==> config.mk <==
export PLATFORM = sky130hd
export DESIGN_NAME = kontroler_przerwan
export DESIGN_NICKNAME = d
export VERILOG_FILES = /design/src/rtl/kontroler_przerwan.sv
export SDC_FILE = /design/constraint.sdc
export NUM_CORES = 1
export LEC_CHECK = 0
export CORE_ASPECT_RATIO = 0.9
export CORE_UTILIZATION = 40
export CTS_CLUSTER_DIAMETER = 30
export DETAILED_ROUTE_END_ITERATION = 12
export GPL_TIMING_DRIVEN = 1
export PLACE_DENSITY_LB_ADDON = 0.2
export REMOVE_ABC_BUFFERS = 1
export SLEW_MARGIN = 20
export SYNTH_ARGS = -nofsm -noshare
export SYNTH_HDL_FRONTEND = slang
export SYNTH_SLANG_ARGS = --single-unit
==> constraint.sdc <==
create_clock -name clk -period 2.79 [get_ports clk]
set_input_delay 0.558 -clock clk [delete_from_list [all_inputs] [get_ports clk]]
set_output_delay 0.558 -clock clk [all_outputs]
set_load 0.02 [all_outputs]
==> src/rtl/kontroler_przerwan.sv <==
// Interrupt controller: latches peripheral pulses into pending bits, arbitrates by fixed
// priority (index 0 highest) and runs the request/acknowledge/done handshake with the CPU.
module kontroler_przerwan #(
    parameter int N_SRC = 4
) (
    input  logic             clk,
    input  logic             rst,
    input  logic [N_SRC-1:0] irq_in,
    input  logic [7:0]       wartosc,
    input  logic             zapisz_ctr,
    input  logic             zapisz_clr,
    output logic             irq_req,
    output logic [2:0]       irq_vec,
    input  logic             irq_ack,
    input  logic             irq_done,
    output logic [N_SRC-1:0] flaga_clear,
    output logic [N_SRC-1:0] pending,
    output logic             w_obsludze
);

    typedef enum logic [1:0] {
        IDLE    = 2'd0,
        REQ     = 2'd1,
        SERVICE = 2'd2
    } state_t;

    state_t           state;
    state_t           state_next;

    logic [N_SRC-1:0] enable;
    logic [N_SRC-1:0] enable_next;
    logic             global_en;
    logic             global_next;

    logic [N_SRC-1:0] pending_next;
    logic [N_SRC-1:0] flaga_next;
    logic             req_next;
    logic [2:0]       vec_next;

    logic [N_SRC-1:0] eligible;
    logic [N_SRC-1:0] vec_onehot;
    logic [N_SRC-1:0] ack_mask;
    logic [N_SRC-1:0] clr_mask;
    logic [2:0]       winner;
    logic             any_eligible;
    logic             clr_write;
    logic             vec_cleared;

    assign eligible   = pending & enable & {N_SRC{global_en}};
    assign w_obsludze = (state == SERVICE);

    // Descending scan: the last hit written is the lowest index, i.e. the highest priority.
    always_comb begin
        winner       = '0;
        any_eligible = 1'b0;
        for (int i = N_SRC - 1; i >= 0; i--) begin
            if (eligible[i]) begin
                winner       = 3'(i);
                any_eligible = 1'b1;
            end
        end
    end

    always_comb begin
        vec_onehot = '0;
        for (int i = 0; i < N_SRC; i++) begin
            vec_onehot[i] = (irq_vec == 3'(i));
        end
    end

    always_comb begin
        // NOTE: every output of this block gets a default first, so no path leaves a value unassigned and no latch is inferred.
        state_next  = state;
        req_next    = irq_req;
        vec_next    = irq_vec;
        flaga_next  = '0;
        ack_mask    = '0;

        // A control write shadows the clear strobe in the same cycle.
        clr_write   = zapisz_clr && !zapisz_ctr;
        enable_next = zapisz_ctr ? wartosc[N_SRC-1:0] : enable;
        global_next = zapisz_ctr ? wartosc[7] : global_en;

        // The served bit only counts as cleared when no new pulse re-sets it this cycle.
        vec_cleared = clr_write && |(wartosc[N_SRC-1:0] & vec_onehot & ~irq_in);

        unique case (state)
            IDLE: begin
                if (any_eligible) begin
                    state_next = REQ;
                    req_next   = 1'b1;
                    vec_next   = winner;
                end
            end
            REQ: begin
                if (irq_ack) begin
                    state_next = SERVICE;
                    req_next   = 1'b0;
                    ack_mask   = vec_onehot;
                    flaga_next = vec_onehot;
                end else if (!global_next || vec_cleared) begin
                    state_next = IDLE;
                    req_next   = 1'b0;
                end
            end
            SERVICE: begin
                if (irq_done) begin
                    state_next = IDLE;
                end
            end
            default: begin
                state_next = IDLE;
                req_next   = 1'b0;
            end
        endcase

        clr_mask     = ack_mask | (clr_write ? wartosc[N_SRC-1:0] : '0);
        pending_next = (pending & ~clr_mask) | irq_in;
    end

    always_ff @(posedge clk) begin
        if (rst) begin
            // NOTE: state registers use non-blocking assignments so every flop samples the pre-edge values.
            state       <= IDLE;
            irq_req     <= 1'b0;
            irq_vec     <= '0;
            flaga_clear <= '0;
            pending     <= '0;
            enable      <= '0;
            global_en   <= 1'b0;
        end else begin
            state       <= state_next;
            irq_req     <= req_next;
            irq_vec     <= vec_next;
            flaga_clear <= flaga_next;
            pending     <= pending_next;
            enable      <= enable_next;
            global_en   <= global_next;
        end
    end

endmodule

======== Yosys cells after proc, flatten, opt, wreduce, memory -nomap -nowiden ========
Cells that the tools add are included.
W data, S select, Z words.
cells by class
  equal/unequal tests ..................... 8
  multiplexer cells ....................... 21
  reduce and logical (&&, ||, !) cells .... 11
  bitwise gates (word level) .............. 10
operators by type and width
  cell                  count
  $and A4 B4 Y4         5
  $mux W4               3
  $mux W2               5
  $mux W3               3
  $mux W1               8
  $not A4 Y4            2
  $or A4 B4 Y4          2
  $eq A3 B2 Y1 const B  2
  $pmux W2 S3           1
  $reduce_and A3 Y1     2
  $ne A2 B2 Y1 const B  2
  $reduce_or A4 Y1      1
  $eq A3 B1 Y1 const B  1
  $logic_not A3 Y1      1
  $ne A3 B3 Y1 const B  1
  $pmux W1 S3           1
  $eq A2 B1 Y1 const B  1
  $eq A2 B2 Y1 const B  1
  $logic_and A1 B1 Y1   2
  $logic_not A1 Y1      2
  $logic_not A2 Y1      1
  $reduce_and A2 Y1     1
  $logic_or A1 B1 Y1    1
  $not A1 Y1            1
storage, ports and cells
  output and inout bits ................... 13
  register bits after elaboration ......... 19

======== Logic depth before layout (Yosys ltp) ========
Gate-level depths: netlist (run 1).
  depth in word-level cells ............... 9
  gate-level depth with buffers ........... 5
  depth with buffers taken out ............ 4

======== Least setup slack after synthesis (run 1) ========
Ideal clock, no wire load.
  kind .................................... input -> register
  start point ............................. input irq_in[3]
  end point ............................... register irq_req
  cell stages on the path ................. 4
  arrival ................................. 1.377 ns
  setup slack ............................. 1.286 ns
  path buffers ............................ 0
  cell sequence ........................... nand2b_1 -> mux4_2 -> o211ai_1 -> a31oi_1
between the ends
  word-level cells in the longest chain between the ends .. 7
ends and longest elaborated chain
  what                                line  RTL
  start: declaration                  8     input logic [N_SRC-1:0] irq_in,
  $not A4 Y4                          85    vec_cleared = clr_write && |(wartosc[N_SRC-1:0] & vec_onehot & ~irq_in);
  $and A4 B4 Y4                       85
  $reduce_or A4 Y1                    85
  $logic_and A1 B1 Y1                 85
  $logic_or A1 B1 Y1                  101   end else if (!global_next || vec_cleared) begin
  $ne A3 B3 Y1 (no source line)       -
  $reduce_and A3 Y1 (no source line)  -
  end signal: assignment              133   irq_req <= req_next;
  end: declaration                    12    output logic irq_req,
No other way between the ends.
A chain may end at the register's enable or synchronous reset.

======== Final worst setup path (run 1) ========
  start point ............................. register state[0]
  end point ............................... output w_obsludze
between the ends
  word-level cells in the longest chain between the ends .. 1
ends and longest elaborated chain
  what                      line  RTL
  start: declaration        27    state_t state;
  start signal: assignment  132   state <= state_next;
  $eq A2 B2 Y1              50    assign w_obsludze = (state == SERVICE);
  end: declaration          18    output logic w_obsludze
No other way between the ends.

==> summary.md, run 1 <==
| Metric | Value |
|---|---|
| Grt met2 use | slightly above 30% |
| Slew Viols, Final | 0 |
| Initial antenna violation count | 0 |
| Number of flops mapped to enable cells by yosys | 0 |
| Width of the die | slightly below 50 um |
| Boundary pin count | 31 |
| Filler instances | between 150 and 200 |
| Worst path arrival time | approximately 1.5 ns |
| CP Buf/Inv Count | 1 |
| Clk_lat worst skew | 0.29 ns |
| Via count | about 700 |
| Largest net degree at the start of global routing | 16 |
| Area grow syn2layout | 36.2% |
| WL/cell | approximately 12 um |
| #FFs+latches synth | 18 |
| Worst endpoint required time | around 2.2 ns |
| Post-synth top area cell | dfxtp_1 |
| Crit Path Class | flip-flop to output pin |
| CP Max Fanout | 6 |
| Setup TNS | 0 ns |
| Most used DFF post-synth | dfxtp_1 |
| Nets | about 130 |
| Hold Crit Class | flip-flop to flip-flop |
| Maxcap violations | 0 |
| Most instantiated library cell after synthesis | dfxtp_1 |
| Delay-heaviest family, CP | buffers and inverters |
| Critical-path top delay cell | clkdlybuf4s50_1 |
| Core ar. | around 0.0019 mm2 |
| VDD IR max | between 0.3 and 0.4 mV |
| Worst r2r path cells | 3 |
| Clock Tree Root | clkbuf_4 |
| Met1 global-route usage | ~21% |
| Mapped Area | 812 um2 |
| Critical Path End | w_obsludze |
| Outcome | completed |
| CTS buffer count | 3 |
| FF+latch area | ~360 um2 |
| Pwr dens | roughly 460 mW/mm2 |
| Drt first pass iters | 4 |
| Setup bufs post-CTS | 0 |
| PortBufs | 26 |
| Initial core utilization | a little over two fifths |
| CTS tree | yes |
| Share of cells above drive strength 1 | under 10% |
| Rows | 15 |
| Leakage power | 0.000389 uW |
| Worst Setup Start Kind | flip-flop |
| Synth top area cells | dfxtp_1, mux2i_1, nand2b_1 |
| Critical R2R Capture | irq_req |
| Share of flip-flops with an asynchronous set or reset | 0% |
| CTS Hold Bufs | 0 |
| Fmax | 486 MHz |
| GRT met3 Usage | under 10% |
| Warnings from Yosys | 0 |
| H-tree levels | 1 |
| Gr ovfl total | 0 |
| Flop2flop setup slack | about 1.3 ns |
| Routed Antenna Nets | 0 |
| Critical Path Stages | 2 |
| Full die area | roughly 0.0022 mm2 |
| First-pass GRT wire length | around 2800 um |
| Routed WL | approximately 1700 um |
| Crit. Startpoint | state[0] |
| Commonest cells post-synth | dfxtp_1, nor2_1, nand2_1, nand2b_1 |
| Crit path largest cell delay | 0.60 ns |
| Post_cts resized | 0 |
| Fin. Hold Viols | 0 |
| Fin crit share | about three quarters |
| Busiest grt layer | met2 |
| Vias in the first global route | about 640 |
| Final setup fails | 0 |
| Fin area | 0.00111 mm2 |
| Post-synthesis cell type count | 29 |
| Slew of the pin with the lowest slew margin | roughly 0.55 ns |
| Max Buffers Root-to-Sink | 2 |
| CP Cell Sequence | and2b_1 > clkdlybuf4s50_1 |
| DR iter-0 viols | 16 |
| Final Critical Period | 2.06 ns |
| CP Capture Type | output pin |
| DRC Markers | 0 |
| Hpwl dp | between 1000 and 1500 um |
| Inserted Diodes | 0 |
| Max-slew headroom | between 60% and 70% |
| CTS sink count | 18 |
| Gr usage total | between 10% and 20% |
| Placed Area | ~0.0011 mm2 |
| Worst Skew | between 0.0006 and 0.0007 ns |
| Cells after Synth | a little under 90 |
| Area of the multi-input gates | 418 um2 |
| Clock Pin Slew Worst Setup and Hold Paths | around 0.10 ns |
| Seq/Total Area, Yosys | around 44% |
| Area share of the largest cell type after synthesis | around 44% |
| DR vias/cell | 5.01 |
| Gpl congestion | approximately 0.76 |
| Mean Syn Cell Area | 9.33 um2 |
| RSZ-0062 raised after global routing | false |
| RR Startpoint | irq_vec[0] |
| Chip height | approximately 45 um |
stage by stage:
step	total power [uW]	instances	setup slack [ns]	utilization, %	hold WS, ns
after floorplan	312	82	1.29	-	0.483
after global placement	354	133	0.616	55.9	0.499
after detailed placement	355	133	0.518	55.9	0.524
after CTS	513	137	0.711	57.8	0.544
after global routing	528	137	0.634	57.8	0.565
final	506	137	0.734	57.8	0.542
flip-flops by register name, summed over array words and instances, names as in the netlist:
signal       cells
irq_vec          2
enable           4
flaga_clear      4
global_en        1
pending          4
irq_req          1
state            2
placed cells by master (no fill, tap or decap), drive strengths merged:
cell and instances:
clkdlybuf4s50 26, dfxtp 18, nor2 10, nand2 9, nand2b 8, mux2i 5, a31oi 5, a21oi 4
clkbuf 4, nand3b 3, nor3b 3, a22o 2, or3 2, o21ai 2, and2b 1, mux4 1
nor4b 1, o211ai 1, a32oi 1, and3b 1, nand3 1, nor2b 1, a211oi 1, nor3 1
conb 1
how the worst min path moves through the flow:
stage	startpoint	endpoint	slack, ns	cells past startpoint
after global routing	irq_req	irq_req	0.57	2
after detailed placement	enable[1]	enable[1]	0.52	2
after global placement	irq_req	irq_req	0.50	2
after CTS	enable[1]	enable[1]	0.54	2
final	irq_req	irq_req	0.54	2
after floorplan	enable[0]	enable[0]	0.48	2
logic make-up after synthesis:
logic type | after synthesis | synth area share [%]
DFF | 18 | 44.4
AOI/OAI and AO/OA | 16 | 13.6
and+or+nand+nor | 41 | 28.5
other | 1 | 0.462
muxes | 6 | 8.94
buffers and inverters | 5 | 4.16
routing by layer:
| layer | wire, um | vias to the layer above | part of all wire [%] |
|---|---|---|---|
| li1 | - | 355 | - |
| met1 | 797 | 312 | 47 |
| met2 | 778 | 18 | 46 |
| met3 | 79 | 2 | 4.7 |
| met4 | 22 | 0 | 1.3 |
| met5 | 0 | - | 0 |
power breakdown:
part / leakage, uW / switching [uW] / internal, uW
Clock: 0.0000210 / 77.7 / 79.5
Combinational: 0.000221 / 31.7 / 41.2
Sequential: 0.000147 / 9.45 / 267
worst min-delay path: cells and delay by family, from the launching register on:
family          cells  cell delay, ns
compound gates      1            0.08
simple gates        1            0.08
flops               1            0.34
area by class of cell:
class,instances,share of cell area (%)
well taps,25,2.83
repair buffers,26,23.5
flip-flops and latches,18,32.6
multi-input cells,64,37.8
clock buffers,4,3.28
Note: power is estimated with default switching activity, not from simulation.
==> run 2: changes to the inputs <==
--- a/config.mk
+++ b/config.mk
@@ -6,7 +6,7 @@
 export NUM_CORES = 1
 export LEC_CHECK = 0
 export CORE_ASPECT_RATIO = 0.9
-export CORE_UTILIZATION = 40
+export CORE_UTILIZATION = 38
 export CTS_CLUSTER_DIAMETER = 30
 export DETAILED_ROUTE_END_ITERATION = 12
 export GPL_TIMING_DRIVEN = 1
==> constraint.sdc (replaced) <==
create_clock -name clk -period 1.8 [get_ports clk]
set_input_delay 0.36 -clock clk [delete_from_list [all_inputs] [get_ports clk]]
set_output_delay 0.36 -clock clk [all_outputs]
set_load 0.02 [all_outputs]
==> summary.md, run 2 (synthesis gave the netlist of run 1 again) <==
| Metric | Value |
|---|---|
| H-tree levels | 1 (unchanged) |
| Most frequent cells in the layout | clkdlybuf4s50_1, dfxtp_1, nor2_1, nand2_1 |
| Via count | 729 (+6.1%) |
| Leakage power | 0.000453 uW (+16%) |
| Clock Pin Slew Worst Setup and Hold Paths | 0.10 ns (about the same) |
| PortBufs | 26 (unchanged) |
| Max Buffers Root-to-Sink | 2 (unchanged) |
| CP Capture Type | output pin |
| Fin area | 0.00117 mm2 (+5.5%) |
| WL/cell | 12.6 um (+2.8%) |
| Met3 wire len | 106 um (+34%) |
| Worst path arrival time | 1.33 ns (-0.17 ns) |
| Crit path largest cell delay | 0.63 ns (+0.03 ns) |
| Outcome | completed |
| Clock power frac | 30.8% (-0.3 points) |
| CP Buf/Inv Count | 1 (unchanged) |
| DR iter-0 viols | 10 (-6) |
| Gr usage total | 18.4% (+0.90 points) |
| Worst Skew | 0.00106 ns (+0.000391 ns) |
| Fmax | roughly 590 MHz |
| Gr ovfl total | 0 (unchanged) |
| Gpl congestion | 0.805 (+6.1%) |
| VDD IR max | 0.617 mV (+100%) |
| Hold Crit Class | flip-flop to flip-flop |
| CTS Hold Bufs | 0 (unchanged) |
| Maxcap violations | 0 (unchanged) |
| CTS tree | yes |
| Drt first pass iters | 4 (unchanged) |
| Vias in the first global route | 685 (+6.4%) |
| Worst Setup Start Kind | flip-flop |
| CP Cell Sequence | clkdlybuf4s50_1 |
| Pwr dens | 684 mW/mm2 (+49%) |
| Routed wl met2 | 844 um (+8.5%) |
| Chip height | 45.9 um (+2.5%) |
| Clk_lat worst skew | 0.29 ns (about the same) |
| RSZ-0062 raised after global routing | false |
| Final Critical Period | approximately 1.7 ns |
| Met1 wire length | 870 um (+9.2%) |
| Hpwl dp | 1420 um (+9.1%) |
| CTS buffer count | 3 (unchanged) |
| Width of the die | 50.7 um (+2.5%) |
| Inserted Diodes | 0 (unchanged) |
| Placed Area | 0.00113 mm2 (+5.6%) |
| DP Cell Count | 141 (+6.0%) |
| Most common cell after layout, fill and taps aside | clkdlybuf4s50_1 |
| Total net switching power | 189 uW (+59%) |
| Logic gate share of total power | 15.7% (+1.3 points) |
| Core ar. | 0.00197 mm2 (+2.9%) |
| Clock Tree Root | clkbuf_4 |
| Nets | 139 (+6.1%) |
| CP Max Fanout | 4 (-2) |
| Critical-path top delay cell | clkdlybuf4s50_1 |
| DR vias/cell | 5.03 (+0.26%) |
| Fin crit share | between 90% and 100% |
| Routed WL | 1830 um (+8.8%) |
| Worst endpoint required time | 1.44 ns (-0.79 ns) |
| CTS sink count | 18 (unchanged) |
| Final Util | 59.2% (+1.5 points) |
| Top sig layer | met4 |
| Boundary pin count | 31 (unchanged) |
| Filler instances | 194 (+4.3%) |
| Reg power frac | 53.5% (-1.0 points) |
| Initial antenna violation count | 0 (unchanged) |
| Internal | 609 uW (+57%) |
| Delay-heaviest family, CP | buffers and inverters |
| Slew Viols, Final | 0 (unchanged) |
| Final setup fails | 0 (unchanged) |
| Fin. Hold Viols | 0 (unchanged) |
| Crit Path Class | flip-flop to output pin |
| Area grow syn2layout | 43.8% |
| First-pass GRT wire length | 3070 um (+8.5%) |
| Hold Worst Slack | 0.525 ns (-0.0172 ns) |
| Biggest regs | enable x4, flaga_clear x4, pending x4 |
| Routed Antenna Nets | 0 (unchanged) |
| Initial core utilization | 41.2% (-1.2 points) |
| Rows | 15 (unchanged) |
| Largest net degree at the start of global routing | 15 (-1) |
| Fin cells | 145 (+5.8%) |
| Full die area | 0.00233 mm2 (+5.0%) |
| Sw frac | 23.7% (+0.24 points) |
| Share of cells above drive strength 1 | 13.3% (+6.2 points) |
| DRC Markers | 0 (unchanged) |
## run 2: power by group through the flow
| stage | clock network (uW) | logic (uW) | registers [uW] |
|---|---|---|---|
| 4_1_cts | 253 | 126 | 427 |
| 3_3_place_gp | 0 | 124 | 436 |
| 2_1_floorplan | 0 | 39.9 | 443 |
| 6_report | 246 | 125 | 427 |
| 5_1_grt | 271 | 135 | 429 |
| 3_5_place_dp | 0 | 125 | 436 |
## run 2: metrics by stage
step	TNS [ns]	power [uW]	worst slack, ns
floorplan	0	483	0.308
global placement	0	560	0.00567
detailed placement	-0.0302	561	-0.0302
CTS	0	806	0.0154
global route	0	836	0.0533
finish	0	798	0.115
## run 2: worst register-to-register path, delay by kind of cell, from the launching register on
family / cells / cell delay (ns)
mux: 1 / 0.56
flops: 1 / 0.47
compound gates: 2 / 0.26
## run 2: final cells by class
class / count / area (um2) / share of cell area (%)
multi-input cells: 64 / 418 / 35.8
flip-flops and latches: 18 / 360 / 30.9
repair buffers: 34 / 322 / 27.5
clock buffers: 4 / 36.3 / 3.11
well taps: 25 / 31.3 / 2.68
## run 2: per-layer routing
layer  global-route usage (%)  up-vias
met5                        0        -
met4                     3.89        0
met3                     7.67        2
met2                     31.5       23
met1                     21.9      332
li1                         -      372
## run 2: path summary, 6_finish.rpt
check,from,endpoint,cells after the start,slack (ns)
setup / recovery,pending[2],pending[2],1,0.11
hold / removal,irq_req,irq_req,2,0.52
setup reg to reg,irq_vec[0],irq_req,3,0.40
hold reg to reg,irq_req,irq_req,2,0.52
## run 2: repair_timing
action | in CTS | in global routing
endpoints found under the setup margin | 1 | 1
cloned | 0 | 0
setup buffers | 0 | 0
resized for setup | 1 | 1
hold endpoints to repair | 0 | 0
==> run 3: changes to the inputs <==
--- a/config.mk
+++ b/config.mk
@@ -5,8 +5,11 @@
 export SDC_FILE = /design/constraint.sdc
 export NUM_CORES = 1
 export LEC_CHECK = 0
+export CELL_PAD_IN_SITES_DETAIL_PLACEMENT = 0
+export CELL_PAD_IN_SITES_GLOBAL_PLACEMENT = 2
 export CORE_ASPECT_RATIO = 0.9
-export CORE_UTILIZATION = 38
+export CORE_MARGIN = 2
+export CORE_UTILIZATION = 22
 export CTS_CLUSTER_DIAMETER = 30
 export DETAILED_ROUTE_END_ITERATION = 12
 export GPL_TIMING_DRIVEN = 1
@@ -16,3 +19,4 @@
 export SYNTH_ARGS = -nofsm -noshare
 export SYNTH_HDL_FRONTEND = slang
 export SYNTH_SLANG_ARGS = --single-unit
+export TNS_END_PERCENT = 20
==> summary.md, run 3 (synthesis gave the netlist of run 1 again) <==
| Metric | Value |
|---|---|
| Outcome | completed |
| Crit. Startpoint | pending[2] |
| CP Buf/Inv Count | 1 (unchanged) |
| Chip height | 61.6 um (+34%) |
| Most common cell after layout, fill and taps aside | clkdlybuf4s50_1 |
| Fin. Hold Viols | 0 (unchanged) |
| Drt first pass iters | 4 (unchanged) |
| Hold Crit Class | flip-flop to flip-flop |
| Routed WL | 2060 um (+13%) |
| Rows | 20 (+5) |
| Clock Tree Root | clkbuf_8 |
| Leakage power | 0.000456 uW (+0.65%) |
| Max Buffers Root-to-Sink | 2 (unchanged) |
| Worst path arrival time | 1.29 ns (-0.04 ns) |
| Final Critical Period | 1.65 ns (-0.0345 ns) |
| RR Startpoint | irq_vec[0] |
| FF+latch area | 360 um2 (unchanged) |
| Biggest regs | enable x4, flaga_clear x4, pending x4 |
| Flop2flop setup slack | 0.40 ns (about the same) |
| Final Util | 34.8% (-24 points) |
| Delay-heaviest family, CP | buffers and inverters |
| Share of cells above drive strength 1 | 12.6% (-0.73 points) |
| Critical-path top delay cell | clkdlybuf4s50_1 |
| DRC Markers | 0 (unchanged) |
| Largest net degree at the start of global routing | 11 (-4) |
| CP Max Fanout | 4 (unchanged) |
| Vias in the first global route | 676 (-1.3%) |
| WHS Path Cells | 2 (unchanged) |
| VDD IR max | 0.316 mV (-49%) |
| Routed Antenna Nets | 0 (unchanged) |
| Clk_lat worst skew | 0.25 ns (-0.04 ns) |
| Worst Setup Start Kind | flip-flop |
| Gpl congestion | 0.746 (-7.3%) |
| Via count | 734 (+0.69%) |
| Core ar. | 0.00345 mm2 (+75%) |
| Worst r2r path cells | 3 (unchanged) |
| CTS sink count | 18 (unchanged) |
| Area grow syn2layout | 48.1% |
| Initial core utilization | 23.5% (-18 points) |
| First-pass GRT wire length | 3250 um (+5.8%) |
| Fin crit share | 91.7% (-1.9 points) |
| Nets | 138 (-0.72%) |
| Gr ovfl total | 0 (unchanged) |
| CTS buffer count | 3 (unchanged) |
| Gr usage total | 11.3% (-7.2 points) |
| DP Cell Count | 159 (+13%) |
| Critical Path Stages | 1 (unchanged) |
| Initial antenna violation count | 0 (unchanged) |
| Pwr dens | 733 mW/mm2 (+7.3%) |
| CP Cell Sequence | clkdlybuf4s50_1 |
| Pre-CTS WS | -0.0489 ns (-0.0187 ns) |
| Maxcap violations | 0 (unchanged) |
| Hold path start | irq_req |
| CTS tree | yes |
| Hpwl dp | 1640 um (+16%) |
| DR iter-0 viols | 23 (+13) |
| Most frequent cells in the layout | clkdlybuf4s50_1, dfxtp_1, nor2_1, nand2_1, nand2b_1 |
| Area of the multi-input gates | 418 um2 (unchanged) |
| Setup bufs post-CTS | 0 (unchanged) |
| RSZ-0062 raised after global routing | false |
| H-tree levels | 1 (unchanged) |
| PortBufs | 26 (unchanged) |
| Worst Skew | 0.00106 ns (+0.00000234 ns) |
| Width of the die | 68.0 um (+34%) |
| CP Capture Type | output pin |
| Slew Viols, Final | 0 (unchanged) |
| Clock Pin Slew Worst Setup and Hold Paths | 0.07 ns (-0.03 ns) |
| Crit path largest cell delay | 0.63 ns (about the same) |
| Boundary pin count | 31 (unchanged) |
| Crit Path Class | flip-flop to output pin |
| Worst endpoint required time | 1.44 ns (about the same) |
| Setup TNS | 0 ns (unchanged) |
| Fin cells | 163 (+12%) |
| DR vias/cell | 4.50 (-10%) |
| Full die area | 0.00419 mm2 (+80%) |
| WL/cell | 12.6 um (+0.26%) |
| Final setup fails | 0 (unchanged) |
| Inserted Diodes | 0 (unchanged) |
| Filler instances | 364 (+88%) |
| CTS Hold Bufs | 0 (unchanged) |
| Fmax | 606 MHz (+2.1%) |
| Final worst-path setup slack | 0.149 ns (+0.0345 ns) |
[run 3: cell type report]
| cell class | instances | area share, % |
|---|---|---|
| flip-flops and latches | 18 | 30.0 |
| repair buffers | 33 | 26.1 |
| well taps | 44 | 4.58 |
| clock buffers | 4 | 4.58 |
| multi-input cells | 64 | 34.8 |
[run 3: through the flow]
stage          power, uW  hold WS, ns  instance area, um2
4_1_cts              899        0.517                1200
3_3_place_gp         562        0.499                1150
2_1_floorplan        483        0.422                 778
5_1_grt              929        0.542                1200
6_report             882        0.515                1200
3_5_place_dp         562        0.505                1150
[run 3: metal layers]
| metal | GRT usage, % | wire, um |
|---|---|---|
| met1 | 14.2 | 976 |
| met2 | 17.3 | 946 |
| met3 | 4.02 | 102 |
| met4 | 5.14 | 33 |
| met5 | 0 | 0 |
[run 3: where the power goes]
group,total [uW],switching [uW],internal [uW]
Combinational,125,53.4,71.1
Clock,330,136,194
Sequential,427,14.0,413
[run 3: path summary, 6_finish.rpt]
kind | end
min reg2reg | irq_req
max reg2reg | irq_req
min | irq_req
max | pending[2]
[run 3: repair_timing]
item / CTS / global route
pin swaps: 0 / 0
cloned: 0 / 0
hold endpoints to repair: 0 / 0
setup endpoints to repair: 1 / 1
resized for setup: 1 / 1
